--- config.mk ---
export PLATFORM = sky130hd
export DESIGN_NAME = stream_mux_rr
export DESIGN_NICKNAME = d
export VERILOG_FILES = /design/src/rtl/stream_mux_rr.sv
export SDC_FILE = /design/constraint.sdc
export NUM_CORES = 1
export LEC_CHECK = 0
export ABC_CLOCK_PERIOD_IN_PS = 2000
export BUFFER_PORTS_ARGS = -buffer_cell sky130_fd_sc_hd__buf_2
export CAP_MARGIN = 15
export CORE_ASPECT_RATIO = 0.7
export CORE_UTILIZATION = 40
export CTS_BUF_LIST = sky130_fd_sc_hd__clkbuf_8
export CTS_CLUSTER_DIAMETER = 100
export CTS_CLUSTER_SIZE = 16
export DETAILED_ROUTE_END_ITERATION = 10
export GPL_ROUTABILITY_DRIVEN = 0
export PLACE_DENSITY_LB_ADDON = 0.05
export SLEW_MARGIN = 15
export SYNTH_ARGS = -nofsm -noshare
export SYNTH_HDL_FRONTEND = slang
export SYNTH_SLANG_ARGS = --single-unit
--- constraint.sdc ---
create_clock -name clk -period 2 [get_ports clk]
set_input_delay 0.3 -clock clk [delete_from_list [all_inputs] [get_ports clk]]
set_output_delay 0.3 -clock clk [all_outputs]
set_load 0.05 [all_outputs]
--- src/rtl/stream_mux_rr.sv ---
// ----------------------------------------------------------------------------
// stream_mux_rr: N-channel valid/ready stream mux with fixed or round-robin
// selection and a single registered output stage.  Rev 1.0
// ----------------------------------------------------------------------------
`default_nettype none

module stream_mux_rr #(
  parameter int WIDTH = 8,
  parameter int CH    = 3,
  parameter int SELW  = 2
) (
  input  logic                  clk,
  input  logic                  rst,
  input  logic [CH*WIDTH-1:0]   in_data_i,
  input  logic [CH-1:0]         in_valid_i,
  output logic [CH-1:0]         in_ready_o,
  input  logic                  mode_i,
  input  logic [SELW-1:0]       sel_i,
  output logic [WIDTH-1:0]      out_data_o,
  output logic                  out_valid_o,
  input  logic                  out_ready_i,
  output logic [SELW-1:0]       grant_o
);

  logic [WIDTH-1:0] out_data_q;
  logic             out_valid_q;
  logic [SELW-1:0]  grant_q;
  logic [SELW-1:0]  ptr_q;
  logic [SELW-1:0]  ptr_d;

  logic             w_load;
  logic             w_chosen;
  logic [SELW-1:0]  w_chan;
  logic [WIDTH-1:0] w_chan_data;

  assign w_load = !out_valid_q || out_ready_i;

  // Fixed mode only honours sel when it names an existing, valid channel;
  // round-robin scans from ptr upward and wraps, first valid channel wins.
  always_comb begin : p_choose
    int idx;
    idx      = 0;
    w_chosen = 1'b0;
    w_chan   = '0;
    if (!mode_i) begin
      for (int k = 0; k < CH; k++) begin
        if (!w_chosen && sel_i == SELW'(k) && in_valid_i[k]) begin
          w_chosen = 1'b1;
          w_chan   = SELW'(k);
        end
      end
    end else begin
      for (int off = 0; off < CH; off++) begin
        idx = int'(ptr_q) + off;
        if (idx >= CH) begin
          idx = idx - CH;
        end
        for (int k = 0; k < CH; k++) begin
          if (!w_chosen && k == idx && in_valid_i[k]) begin
            w_chosen = 1'b1;
            w_chan   = SELW'(k);
          end
        end
      end
    end
  end

  always_comb begin : p_data
    w_chan_data = '0;
    for (int k = 0; k < CH; k++) begin
      if (w_chan == SELW'(k)) begin
        w_chan_data = in_data_i[k*WIDTH +: WIDTH];
      end
    end
  end

  always_comb begin : p_ready
    in_ready_o = '0;
    for (int k = 0; k < CH; k++) begin
      in_ready_o[k] = !rst && w_load && w_chosen && (w_chan == SELW'(k));
    end
  end

  always_comb begin : p_ptr
    ptr_d = ptr_q;
    if (mode_i && w_load && w_chosen) begin
      ptr_d = (w_chan == SELW'(CH - 1)) ? '0 : w_chan + SELW'(1);
    end
  end

  always_ff @(posedge clk) begin
    if (rst) begin
      out_data_q  <= '0;
      out_valid_q <= 1'b0;
      grant_q     <= '0;
      ptr_q       <= '0;
    end else begin
      ptr_q <= ptr_d;
      if (w_load) begin
        if (w_chosen) begin
          out_data_q  <= w_chan_data;
          out_valid_q <= 1'b1;
          grant_q     <= w_chan;
        end else begin
          out_valid_q <= 1'b0;
        end
      end
    end
  end

  assign out_data_o  = out_data_q;
  assign out_valid_o = out_valid_q;
  assign grant_o     = grant_q;

endmodule

`default_nettype wire
* Word-level counts from Yosys, hierarchy flattened
Cells that the tools add are included.
** Storage, ports and cells
- Bits in registers :: 13
- Bits of input ports :: 33
- Output and inout bits :: 14
- Word-level logic and storage cells :: 116
** Cells by class
- $add $sub $neg :: 6
- Magnitude comparators :: 3
- Equal/unequal tests :: 10
- Mux-type cells :: 45
- Reduce and logical (&&, ||, !) cells :: 48
** Operator list (count)
- two-way mux 32 bit :: 6
- equality test 2 x 32 -> 1 bit (first input constant) :: 3
- equality test 3 x 32 -> 1 bit (first input constant) :: 3
- logical NOT 32 bit :: 3
- logical AND 1 bit :: 29
- two-way mux 1 bit :: 26
- two-way mux 8 bit :: 3
- two-way mux 2 bit :: 10
- logical NOT 1 bit :: 12
- subtractor 3 x 2 -> 4 bit (second input constant) :: 2
- >= comparator 3 x 2 -> 1 bit (second input constant) :: 2
- equality test 2 x 1 -> 1 bit (second input constant) :: 2
- equality test 2 bit (second input constant) :: 2
- logical NOT 2 bit :: 2
- adder 2 x 1 -> 3 bit (second input constant) :: 1
- adder 2 x 2 -> 3 bit (second input constant) :: 1
- subtractor 2 x 2 -> 3 bit (second input constant) :: 1
- adder 2 x 1 -> 2 bit (second input constant) :: 1
- >= comparator 2 bit (second input constant) :: 1
- AND reduction 2 bit :: 1
- logical OR 1 bit :: 1

* Depth between registers and ports, before layout
- Depth after elaboration :: 51
- Depth in mapped cells :: 9
- Gate-level depth less buffers :: 7

* Least setup slack after synthesis
Ideal clock, no wire load.
- Kind :: register to output
- From :: register ptr_q[0]
- To :: output port in_ready_o[0]
- Arrival time :: 2741 ps
- Data required time :: 1700 ps
- Slack :: -1041 ps
- Cell stages (with the launch flop) :: 9
- Path buffers :: 2
- Cells stage by stage :: dfxtp_1 inv_1 ha_1 nor2_1 o21ai_1 and4b_1 buf_2 buf_6 nor4_1
** Between the ends
- Word-level cells in the longest chain between the ends :: 49
- Elaborated cells on any way between the ends :: 78
- Classes of those cells :: 5 x add/sub; 3 x order compare; 6 x eq/ne; 33 x mux; 31 x reduce/logical
** RTL lines
- start: declaration :: line 28 : logic [SELW-1:0] ptr_q;
- start signal: assignment :: line 98 : ptr_q <= ptr_d;
- subtractor 2 x 2 -> 3 bit / >= comparator 2 bit (equally long branches) :: line 56, 55
- two-way mux 32 bit :: line 55 : if (idx >= CH) begin
- two-way mux 32 bit :: line 45 : if (!mode_i) begin
- logical NOT 32 bit :: line 59 : if (!w_chosen && k == idx && in_valid_i[k]) begin
- logical AND 1 bit :: line 59
- two-way mux 1 bit :: line 59
- two-way mux 1 bit :: line 45
- logical NOT 1 bit :: line 59
- (+32 left out)
- two-way mux 1 bit :: line 59
- two-way mux 1 bit :: line 45
- logical NOT 1 bit :: line 59
- logical AND 1 bit (2 in a row) :: line 59
- two-way mux 2 bit / two-way mux 1 bit (equally long branches) :: line 59
- two-way mux 2 bit / two-way mux 1 bit (equally long branches) :: line 45
- logical NOT 2 bit / logical AND 1 bit (equally long branches) :: line 80 : in_ready_o[k] = !rst && w_load && w_chosen && (w_chan == SELW'(k));
- logical AND 1 bit * :: line 80
- end: declaration :: line 16 : output logic [CH-1:0] in_ready_o,
Every way passes the cells marked *; elsewhere a longest branch is shown, timed or not. The select of a mux whose other input is x is not followed.

* Final worst setup path
- From :: register ptr_q[0]
- To :: output port in_ready_o[2]
** Between the ends
- Word-level cells in the longest chain between the ends :: 49
- Elaborated cells on any way between the ends :: 78
- Classes of those cells :: 5 x add/sub; 3 x order compare; 7 x eq/ne; 33 x mux; 30 x reduce/logical
** RTL lines (line)
- subtractor 2 x 2 -> 3 bit / >= comparator 2 bit (equally long branches) :: 56, 55
- two-way mux 32 bit :: 55
- two-way mux 32 bit :: 45
- logical NOT 32 bit :: 59
- logical AND 1 bit :: 59
- two-way mux 1 bit :: 59
- two-way mux 1 bit :: 45
- logical NOT 1 bit :: 59
- (+32 left out)
- two-way mux 1 bit :: 59
- two-way mux 1 bit :: 45
- logical NOT 1 bit :: 59
- logical AND 1 bit (2 in a row) :: 59
- two-way mux 2 bit / two-way mux 1 bit (equally long branches) :: 59
- two-way mux 2 bit / two-way mux 1 bit (equally long branches) :: 45
- equality test 2 bit / logical AND 1 bit (equally long branches) :: 80
- logical AND 1 bit * :: 80
Marked as above.

==> flow_summary.toml <==
[outcome]
outcome = "finished with violations"
violations = "negative setup slack"

[timing]
grt_setup_unrepaired = "yes"
final-hold-violation-count = 0
maxSlewHeadroom = 0.680
tightest_slew_ps = 480
timing.final.crit_share = 1.09
finalSetupTns_ps = -418
fmax_mhz = 457
worst_slack_ps = -186
whs_ps = 368
skew_ps = 1.39
slew_viol_final = 0
finalSetupViolCount = 3
period_needed_ps = 2190

[die]
dieHeight_um = 41.8
chipWidth_um = 58.8
num_rows = 13
io_pins = 47
core_area_um2 = 1980
start_util = 0.456
dieArea_um2 = 2460

[route]
dr_wl_met3_um = 208
drc = 0
vias = 911
wl_per_cell_um = 13.4
dr.first_iter.drc_count = 21
wl_met1_um = 1080
routed_wl_um = 2360
antenna_left = 0
dr.pass1.iters = 4
dr_wl_met2_um = 1070
top_layer = "met4"
routed_via_density = 5.15

[clocking]
cts_hold_buffers = 0
numCtsBuffers = 3
cts_tree = "built"
clockBufferDepth = 2
clk_latency_ps = 240
cts_root_buffer = "clkbuf_8"
cts_max_level = 1
path_clk_slew_ps = 60
cts_sinks = 13

[run]
cap_violations = 0

[global_route]
grt_pass1_wl_um = 3880
overflow = 0
grt.total_usage = 0.209
grt_max_degree = 26
grt_pass1_vias = 855
antenna_found_initial = 0

[cells_and_area]
multi_input_area_um2 = 647
layout_commonest_cell = "buf_2"
fillCellCount = 195
syn_to_final_growth_pct = 48.0
mostFrequentLayoutCells = "43 x buf_2, 17 x nand3b_1, 12 x mux2i_1"
fin_util = 0.675
diodes = 0
area.sequential_um2 = 263
nets = 183
drive_gt1_frac = 0.544

[synthesis]
synth.ff_latch_count = 13
ys.warnings.count = 0
syn-num-nets = 130
synth_top_area_share = 0.288
yosys.area.top_type = "dfxtp_1"
yosysUniqueCellTypes = 27
yosys-top-cells-area = "dfxtp_1 29%, nand3b_1 14%, mux2i_1 13%, o221ai_2 13%, ha_1 2.8%"
syn_inst = 95
syn-cell-area_um2 = 905
ys_seq_area_frac = 0.288
syn_avg_cell_area_um2 = 9.52

[setup_path]
cp_max_fo = 4
cp-end-kind = "primary output"
slowest_stage = "dfxtp_2"
slowest_delay_ps = 350
cp_top_family = "compound AO/OA/AOI/OAI gates"
cp_cell_sequence = "inv_2 > ha_4 > nand2b_4 > a211o_1 > o211ai_1 > nor3b_4 > buf_6"
crit_path_start_kind = "register"
worstPathRequired_ps = 1700
path_buf_inv = 2
arrival_ps = 1890
path_class = "register to primary output"

[power]
power.total_mw = 0.933
p_leak_nw = 0.590
ir_drop_mv = 0.518
powerDensity_nw_per_um2 = 697

[placement]
hpwl_um = 1790
place_ws_ps = -90.8
io_buffers = 46

[min_path]
worstHoldPathType = "input pin to register"
report_power, final:
group	leakage [nW]	total, mW	internal (mW)	switching, mW
registers	0.108	0.305	0.289	0.0160
logic	0.456	0.394	0.153	0.241
clock network	0.0269	0.234	0.136	0.0987
total	0.590	0.933	0.578	0.355
cells in the mapped netlist:
cell and n:
and4b_1 1, nor3_1 2, o21ai_1 2, ha_1 2, nand3b_1 17, o21ai_2 1
nand3_1 2, nor4_1 1, nand2_1 2, buf_6 2, dfxtp_1 13, buf_2 4
a21oi_1 3, mux2i_1 12, nor2b_1 1, clkbuf_1 2, o211ai_1 1, o211ai_2 1
inv_1 3, nor2_1 5, nand2b_1 3, a211o_1 1, o21ai_0 1, buf_4 1
o221ai_2 8, nor3b_1 2, or3_1 2
stage by stage:
step,cells,cell area (um^2)
6_report,177,1340
3_3_place_gp,170,1230
2_1_floorplan,95,978
4_1_cts,177,1330
3_5_place_dp,170,1230
5_1_grt,177,1340
final timing paths:
kind / end / slack (ps) / startpoint / cells after the start
worst min register to register: ptr_q[0] / 480 / ptr_q[0] / 2
worst min-delay path: out_data_o[1] / 370 / in_data_i[1] / 3
worst max-delay path: in_ready_o[2] / -190 / ptr_q[0] / 7
worst max register to register: out_data_o[7] / 20 / ptr_q[0] / 7
final cells by class:
class,count,area share
multi-input cells,70,0.483
clock buffers,3,0.0308
inverters,3,0.00841
repair buffers,57,0.250
clock inverters,1,0.00280
flip-flops and latches,13,0.196
well taps,30,0.0280
flip-flops by register name, indices dropped and copies added (netlist names):
| signal | count |
|---|---|
| out_valid_o | 1 |
| ptr_q | 2 |
| grant_o | 2 |
| out_data_o | 8 |
repair_timing:
item                       CTS  global route
setup endpoints to repair   11            14
pin swaps                    3             3
resized for setup            9             2
setup buffers                3             1
layer usage:
layer,track usage,vias to the layer above
li1,-,460
met1,0.258,411
met2,0.341,38
met3,0.0810,2
met4,0.0476,0
met5,0,-
tightest hold or removal path: stages:
cell and delay [ps]:
buf_2 80, mux2i_1 60, o221ai_2 140
logic make-up (layout without fill, tap and decap cells):
| family | Yosys count | count (layout) | synth area share |
|---|---|---|---|
| buffers and inverters | 12 | 64 | 0.0761 |
| and+or+nand+nor | 38 | 38 | 0.268 |
| AOI/OAI and AO/OA | 18 | 18 | 0.207 |
| muxes | 12 | 12 | 0.133 |
| DFF | 13 | 13 | 0.288 |
| adders and majority gates | 2 | 2 | 0.0277 |
No activity file was read; power rests on OpenSTA's default activity.
